### src/rtl/display_frame_latch.sv
// -----------------------------------------------------------------------------
// display_frame_latch
//
// Frame-synchronous snapshot stage in front of the VGA controller. It takes
// elevator display state through a valid/ready handshake and holds one pending
// update. The pending update is copied to the VGA-facing outputs only at the
// start of the vertical sync pulse, so a frame is never drawn from two
// different states. It also produces frame-rate timing for display animation.
//
// Ports:
//   pixel_clk        sole clock (rising edge)
//   reset            synchronous, active-high
//   upd_valid        producer offers an update
//   upd_ready        block can accept an update (registered)
//   upd_destination  offered destination
//   upd_people_data  offered passenger bitmap
//   upd_sim_state    offered simulation state
//   vsync            active-low vertical sync from the VGA controller
//   destination      committed destination
//   people_data      committed passenger bitmap
//   sim_state        committed simulation state
//   frame_count      frames since reset, wraps at 256
//   blink            toggles every BLINK_FRAMES frames
//   stale_frames     frames since the last commit, saturates at 255
// -----------------------------------------------------------------------------
module display_frame_latch #(
   parameter int DEST_W       = 8,
   parameter int PEOPLE_W     = 26,
   parameter int STATE_W      = 2,
   parameter int BLINK_FRAMES = 30
) (
   input  logic                pixel_clk,
   input  logic                reset,
   input  logic                upd_valid,
   output logic                upd_ready,
   input  logic [DEST_W-1:0]   upd_destination,
   input  logic [PEOPLE_W-1:0] upd_people_data,
   input  logic [STATE_W-1:0]  upd_sim_state,
   input  logic                vsync,
   output logic [DEST_W-1:0]   destination,
   output logic [PEOPLE_W-1:0] people_data,
   output logic [STATE_W-1:0]  sim_state,
   output logic [7:0]          frame_count,
   output logic                blink,
   output logic [7:0]          stale_frames
);

   typedef enum logic {
      ST_EMPTY = 1'b0,
      ST_FULL  = 1'b1
   } buf_state_t;

   buf_state_t          state_q, state_d;
   logic                upd_ready_q, upd_ready_d;
   logic                vsync_q, vsync_d;

   logic [DEST_W-1:0]   buf_dest_q, buf_dest_d;
   logic [PEOPLE_W-1:0] buf_people_q, buf_people_d;
   logic [STATE_W-1:0]  buf_sim_state_q, buf_sim_state_d;

   logic [DEST_W-1:0]   dest_q, dest_d;
   logic [PEOPLE_W-1:0] people_q, people_d;
   logic [STATE_W-1:0]  sim_state_q, sim_state_d;

   logic [7:0]          frame_count_q, frame_count_d;
   logic [7:0]          blink_cnt_q, blink_cnt_d;
   logic                blink_q, blink_d;
   logic [7:0]          stale_q, stale_d;

   logic                frame_start;
   logic                commit;
   logic [8:0]          blink_cnt_inc;

   // Falling edge of vsync as seen against the previous sample; a long low
   // pulse yields a single frame_start because vsync_q follows vsync low.
   assign frame_start   = vsync_q & ~vsync;
   assign blink_cnt_inc = {1'b0, blink_cnt_q} + 9'd1;

   always_comb begin
      state_d         = state_q;
      vsync_d         = vsync;
      buf_dest_d      = buf_dest_q;
      buf_people_d    = buf_people_q;
      buf_sim_state_d = buf_sim_state_q;
      dest_d          = dest_q;
      people_d        = people_q;
      sim_state_d     = sim_state_q;
      frame_count_d   = frame_count_q;
      blink_cnt_d     = blink_cnt_q;
      blink_d         = blink_q;
      stale_d         = stale_q;
      commit          = 1'b0;

      case (state_q)
         ST_EMPTY: begin
            // Accept gated by the registered ready so the handshake seen by
            // the producer is exactly what the buffer acts on. No bypass: an
            // accept coinciding with frame_start waits for the next frame.
            if (upd_valid && upd_ready_q) begin
               buf_dest_d      = upd_destination;
               buf_people_d    = upd_people_data;
               buf_sim_state_d = upd_sim_state;
               state_d         = ST_FULL;
            end
         end
         ST_FULL: begin
            if (frame_start) begin
               dest_d      = buf_dest_q;
               people_d    = buf_people_q;
               sim_state_d = buf_sim_state_q;
               commit      = 1'b1;
               state_d     = ST_EMPTY;
            end
         end
         default: state_d = ST_EMPTY;
      endcase

      // Ready tracks the state being entered, so it is high in the cycle
      // right after a commit.
      upd_ready_d = (state_d == ST_EMPTY);

      if (frame_start) begin
         frame_count_d = frame_count_q + 8'd1;

         if (blink_cnt_inc == 9'(BLINK_FRAMES)) begin
            blink_cnt_d = 8'd0;
            blink_d     = ~blink_q;
         end else begin
            blink_cnt_d = blink_cnt_inc[7:0];
         end

         if (commit) begin
            stale_d = 8'd0;
         end else if (stale_q != 8'hFF) begin
            stale_d = stale_q + 8'd1;
         end
      end
   end

   always_ff @(posedge pixel_clk) begin
      if (reset) begin
         state_q         <= ST_EMPTY;
         upd_ready_q     <= 1'b0;
         vsync_q         <= 1'b1;
         buf_dest_q      <= '0;
         buf_people_q    <= '0;
         buf_sim_state_q <= '0;
         dest_q          <= '0;
         people_q        <= '0;
         sim_state_q     <= '0;
         frame_count_q   <= 8'd0;
         blink_cnt_q     <= 8'd0;
         blink_q         <= 1'b0;
         stale_q         <= 8'd0;
      end else begin
         state_q         <= state_d;
         upd_ready_q     <= upd_ready_d;
         vsync_q         <= vsync_d;
         buf_dest_q      <= buf_dest_d;
         buf_people_q    <= buf_people_d;
         buf_sim_state_q <= buf_sim_state_d;
         dest_q          <= dest_d;
         people_q        <= people_d;
         sim_state_q     <= sim_state_d;
         frame_count_q   <= frame_count_d;
         blink_cnt_q     <= blink_cnt_d;
         blink_q         <= blink_d;
         stale_q         <= stale_d;
      end
   end

   assign upd_ready    = upd_ready_q;
   assign destination  = dest_q;
   assign people_data  = people_q;
   assign sim_state    = sim_state_q;
   assign frame_count  = frame_count_q;
   assign blink        = blink_q;
   assign stale_frames = stale_q;

endmodule

### config.mk
export PLATFORM = sky130hd
export DESIGN_NAME = display_frame_latch
export DESIGN_NICKNAME = d
export VERILOG_FILES = /design/src/rtl/display_frame_latch.sv
export SDC_FILE = /design/constraint.sdc
export NUM_CORES = 1
export LEC_CHECK = 0
export CAP_MARGIN = 10
export CORE_ASPECT_RATIO = 0.8
export CORE_UTILIZATION = 44
export DETAILED_ROUTE_END_ITERATION = 6
export GPL_ROUTABILITY_DRIVEN = 0
export PLACE_DENSITY = 0.76
export REMOVE_ABC_BUFFERS = 1
export SLEW_MARGIN = 15
export SYNTH_ARGS = -nofsm -noshare
export SYNTH_HDL_FRONTEND = slang
export SYNTH_SLANG_ARGS = --single-unit
### constraint.sdc
create_clock -name pixel_clk -period 1.57 [get_ports pixel_clk]
set_input_delay 0.3925 -clock pixel_clk [delete_from_list [all_inputs] [get_ports pixel_clk]]
set_output_delay 0.3925 -clock pixel_clk [all_outputs]
set_load 0.01 [all_outputs]
==> reports/results.md <==
* finished, violations left — outcome
* setup timing — violated checks
* 1.83 ns — Final Critical Period
* 0 — count of pins over their slew limit
* 0 — share of async-settable or async-resettable flops after synthesis
* 0.0112 ns — Post-Route Skew
* 703 — fill cell count
* 0.698 — Max-slew headroom
* 3 — Hold Crit Depth
* -0.258 ns — worst path setup slack after routing
* 0 — Post-route DRC
* 1.16 — Period Utilization, post-route
* 94 — total I/O pin count
* 118 — violation count after the first detailed-routing iteration
* 8850 um^2 — die outline area
* 3730 um^2 — cell area after synthesis
* 0.547 GHz — Max Freq
* sky130_fd_sc_hd__nand2_1 — most repeated cell in the gate-level netlist after synthesis
* 1.87 ns — CP Data Required Time
* 8.07 um^2 — Syn Area/Cell
* 8060 um^2 — core area
* 0 — total congestion overflow
* 912 nW/um^2 — power density cells
* 0.537 — share of Yosys cell area claimed by the top area cell type
* -0.413 ns — worst-case setup slack after placement
* 2.15 nW — static leakage
* sky130_fd_sc_hd__clkbuf_8 — root buffer selected by CTS
* 0.219 — global-route usage over all layers
* true — unrepaired setup endpoints after global routing
* input port to flip-flop — HP Class
* 47 — pin count of the biggest net entering global routing
* 43.9% — Layout Area Growth over Synthesis
* 9 — number of CTS-inserted buffers
* sky130_fd_sc_hd__dfxtp_1 — top flip-flop cell by instance count after synthesis
* 462 — number of cells produced by synthesis
* 0 — synthesis warning total
* 2 — clk buf depth
* 0.158 — proportion of layout cells with a drive suffix above 1
* 6 — setup violators final
* 100 — #FFs+latches synth
* 5.00 — per-cell via count in the routed design
* 0.453 ns — Worst Tran Pin Value
* flip-flop — kind of end point of the critical path
* 3 — H-tree level count
* 36 — Cell variety after synth
* sky130_fd_sc_hd__dfxtp_1, sky130_fd_sc_hd__nand2_1, sky130_fd_sc_hd__a21oi_1, sky130_fd_sc_hd__nor2_1, sky130_fd_sc_hd__clkbuf_1 — Synth area leaders
* 0.439 ns — final hold slack
* 29 — cell row count
* flip-flop to flip-flop — Setup CP Type
* 4.89 mW — post-route total power
* 100 — clock net sink count
* 0 — Antenna Violating Nets Remaining
* 0 — final hold violations
* 105 um — die outline width
* built — CTS tree
* 3376 — vias in the first global route
* 0 — number of hold buffers added after CTS
* 0 — number of antenna violations at the first check in global routing
* 0.537 — sequential fraction of the synthesis area
* 7 — cell depth of the worst flop-to-flop path
* 2.12 ns — data arrival time of the critical path
* blink — endpoint of the worst-slack reg-to-reg timing path
* sky130_fd_sc_hd__dfxtp_1 — dominant cell type by area after synthesis
* 3452 — total vias in the final route
* 5360 um^2 — final cell area excluding filler cells
* 0 — antenna fix cells
* 15500 um — wire length of the first global-routing pass
* 84.3 um — Die Y
* -0.26 ns — internal reg-to-reg setup slack
* 13.5 um — WL/cell
* 674 uV — IR drop worst, VDD
* 4 — DR pass1 iterations
* flip-flop — type of element launching the critical path
* blink_cnt_q[0] — Critical R2R Launch
* 0.36 ns — worst-skew pair later-pin latency
* 0 — count of flip-flops with a built-in enable after synthesis
* sky130_fd_sc_hd__nand2_1, sky130_fd_sc_hd__dfxtp_1, sky130_fd_sc_hd__a21oi_1, sky130_fd_sc_hd__nor2_1, sky130_fd_sc_hd__clkbuf_1 — commonest cells in the netlist
* frame_count[5] — worst-case hold path end point
* 0.10 ns — clock transition at the register clock pins on the worst setup and hold paths after CTS
* 9330 um — post-detailed-routing wire length
* 6270 um — sum of net half-perimeters after detailed placement
* 5060 um^2 — area after detailed placement
* reset — start point of the worst hold path
* 0 — number of maximum-capacitance violations
* 0.463 — Initial Utilization
* 622 — Final nets
* 93 — # port buffers
* 4 — critical-path maximum fanout
report_power, final:
group          internal (mW)  switching, mW
logic                  0.251          0.238
registers               2.61         0.0442
clock network          0.845          0.911
total                   3.70           1.19
repair_timing:
| item | CTS | global route |
|---|---|---|
| pin swaps | 10 | 11 |
| hold endpoints to repair | 0 | 0 |
| cloned | 0 | 0 |
| buffers inserted | 3 | 0 |
| gates resized for setup | 82 | 15 |
| endpoints found under the setup margin | 63 | 16 |
how the worst max path moves through the flow:
stage	end	slack, ns	startpoint	depth (start not counted)
3_3_place_gp	blink	-0.36	vsync	6
6_report	blink	-0.26	blink_cnt_q[0]	7
4_1_cts	blink	-0.10	blink_cnt_q[1]	7
5_1_grt	blink	-0.36	blink_cnt_q[0]	7
2_1_floorplan	stale_frames[2]	-0.72	vsync	4
3_5_place_dp	blink	-0.41	vsync	6
per-layer routing:
layer	vias to the layer above	track usage	wire (um)
met1	1600	0.275	4230
met2	97	0.367	4440
met4	0	0.0871	154
li1	1740	-	-
met5	-	0	0
met3	15	0.0481	505
through the flow:
stage                util  std cells  setup TNS (ns)
floorplan               -        435          -41.97
global placement    0.628        673          -20.34
detailed placement  0.628        673          -23.00
CTS                 0.660        691          -0.251
global route        0.666        691           -1.37
finish              0.666        691          -0.787
worst max-delay path, stage by stage (launching register included):
cell,delay [ns]
sky130_fd_sc_hd__dfxtp_4,0.38
sky130_fd_sc_hd__ha_4,0.16
sky130_fd_sc_hd__nand3_4,0.10
sky130_fd_sc_hd__nor4b_4,0.35
sky130_fd_sc_hd__nor3_4,0.10
sky130_fd_sc_hd__buf_6,0.13
sky130_fd_sc_hd__or4_4,0.42
sky130_fd_sc_hd__a21oi_2,0.13
layout by cell type (no fill, tap or decap), types with 4 or more instances in the layout:
cell                              Yosys  final
sky130_fd_sc_hd__clkdlybuf4s50_1      0     37
sky130_fd_sc_hd__buf_6                0      4
sky130_fd_sc_hd__o21ai_0              5      4
sky130_fd_sc_hd__a21oi_1             80     78
sky130_fd_sc_hd__dlygate4sd2_1        0     55
sky130_fd_sc_hd__buf_4                0     28
sky130_fd_sc_hd__nand2_1            156    156
sky130_fd_sc_hd__nor2_1              26     22
sky130_fd_sc_hd__or3_1                5      4
sky130_fd_sc_hd__xnor2_1              8      8
sky130_fd_sc_hd__dfxtp_2              0      9
sky130_fd_sc_hd__nand4_1              6      6
sky130_fd_sc_hd__xor2_1               7      7
sky130_fd_sc_hd__buf_12               0      7
sky130_fd_sc_hd__dfxtp_1            100     88
sky130_fd_sc_hd__inv_1                4      4
sky130_fd_sc_hd__clkbuf_8             0     11
kinds of logic after synthesis:
| logic type | after synthesis | synth area share |
|---|---|---|
| simple gates | 219 | 0.250 |
| flops | 100 | 0.537 |
| compound gates | 91 | 0.126 |
| buf+inv | 31 | 0.0322 |
| xor+xnor | 15 | 0.0352 |
| fa+ha+maj | 4 | 0.0134 |
| mux | 2 | 0.00537 |
registers in the layout, indices dropped and copies added (netlist names):
signal / flops
frame_count: 8
blink_cnt_q: 8
blink: 1
buf_sim_state_q: 2
state_q: 1
sim_state: 2
people_data: 26
vsync_q: 1
upd_ready: 1
destination: 8
buf_dest_q: 8
stale_frames: 8
buf_people_q: 26
cell type report:
| class | instances | area, um^2 | area share |
|---|---|---|---|
| tap | 108 | 135 | 0.0252 |
| sequential | 100 | 2020 | 0.377 |
| timing repair buffer | 132 | 1250 | 0.233 |
| clock inverter | 5 | 65.1 | 0.0121 |
| clock buffer | 11 | 151 | 0.0282 |
| multi-input combinational | 331 | 1720 | 0.321 |
| inverter | 4 | 15.0 | 0.00280 |
No activity file was read; power rests on OpenSTA's default activity.
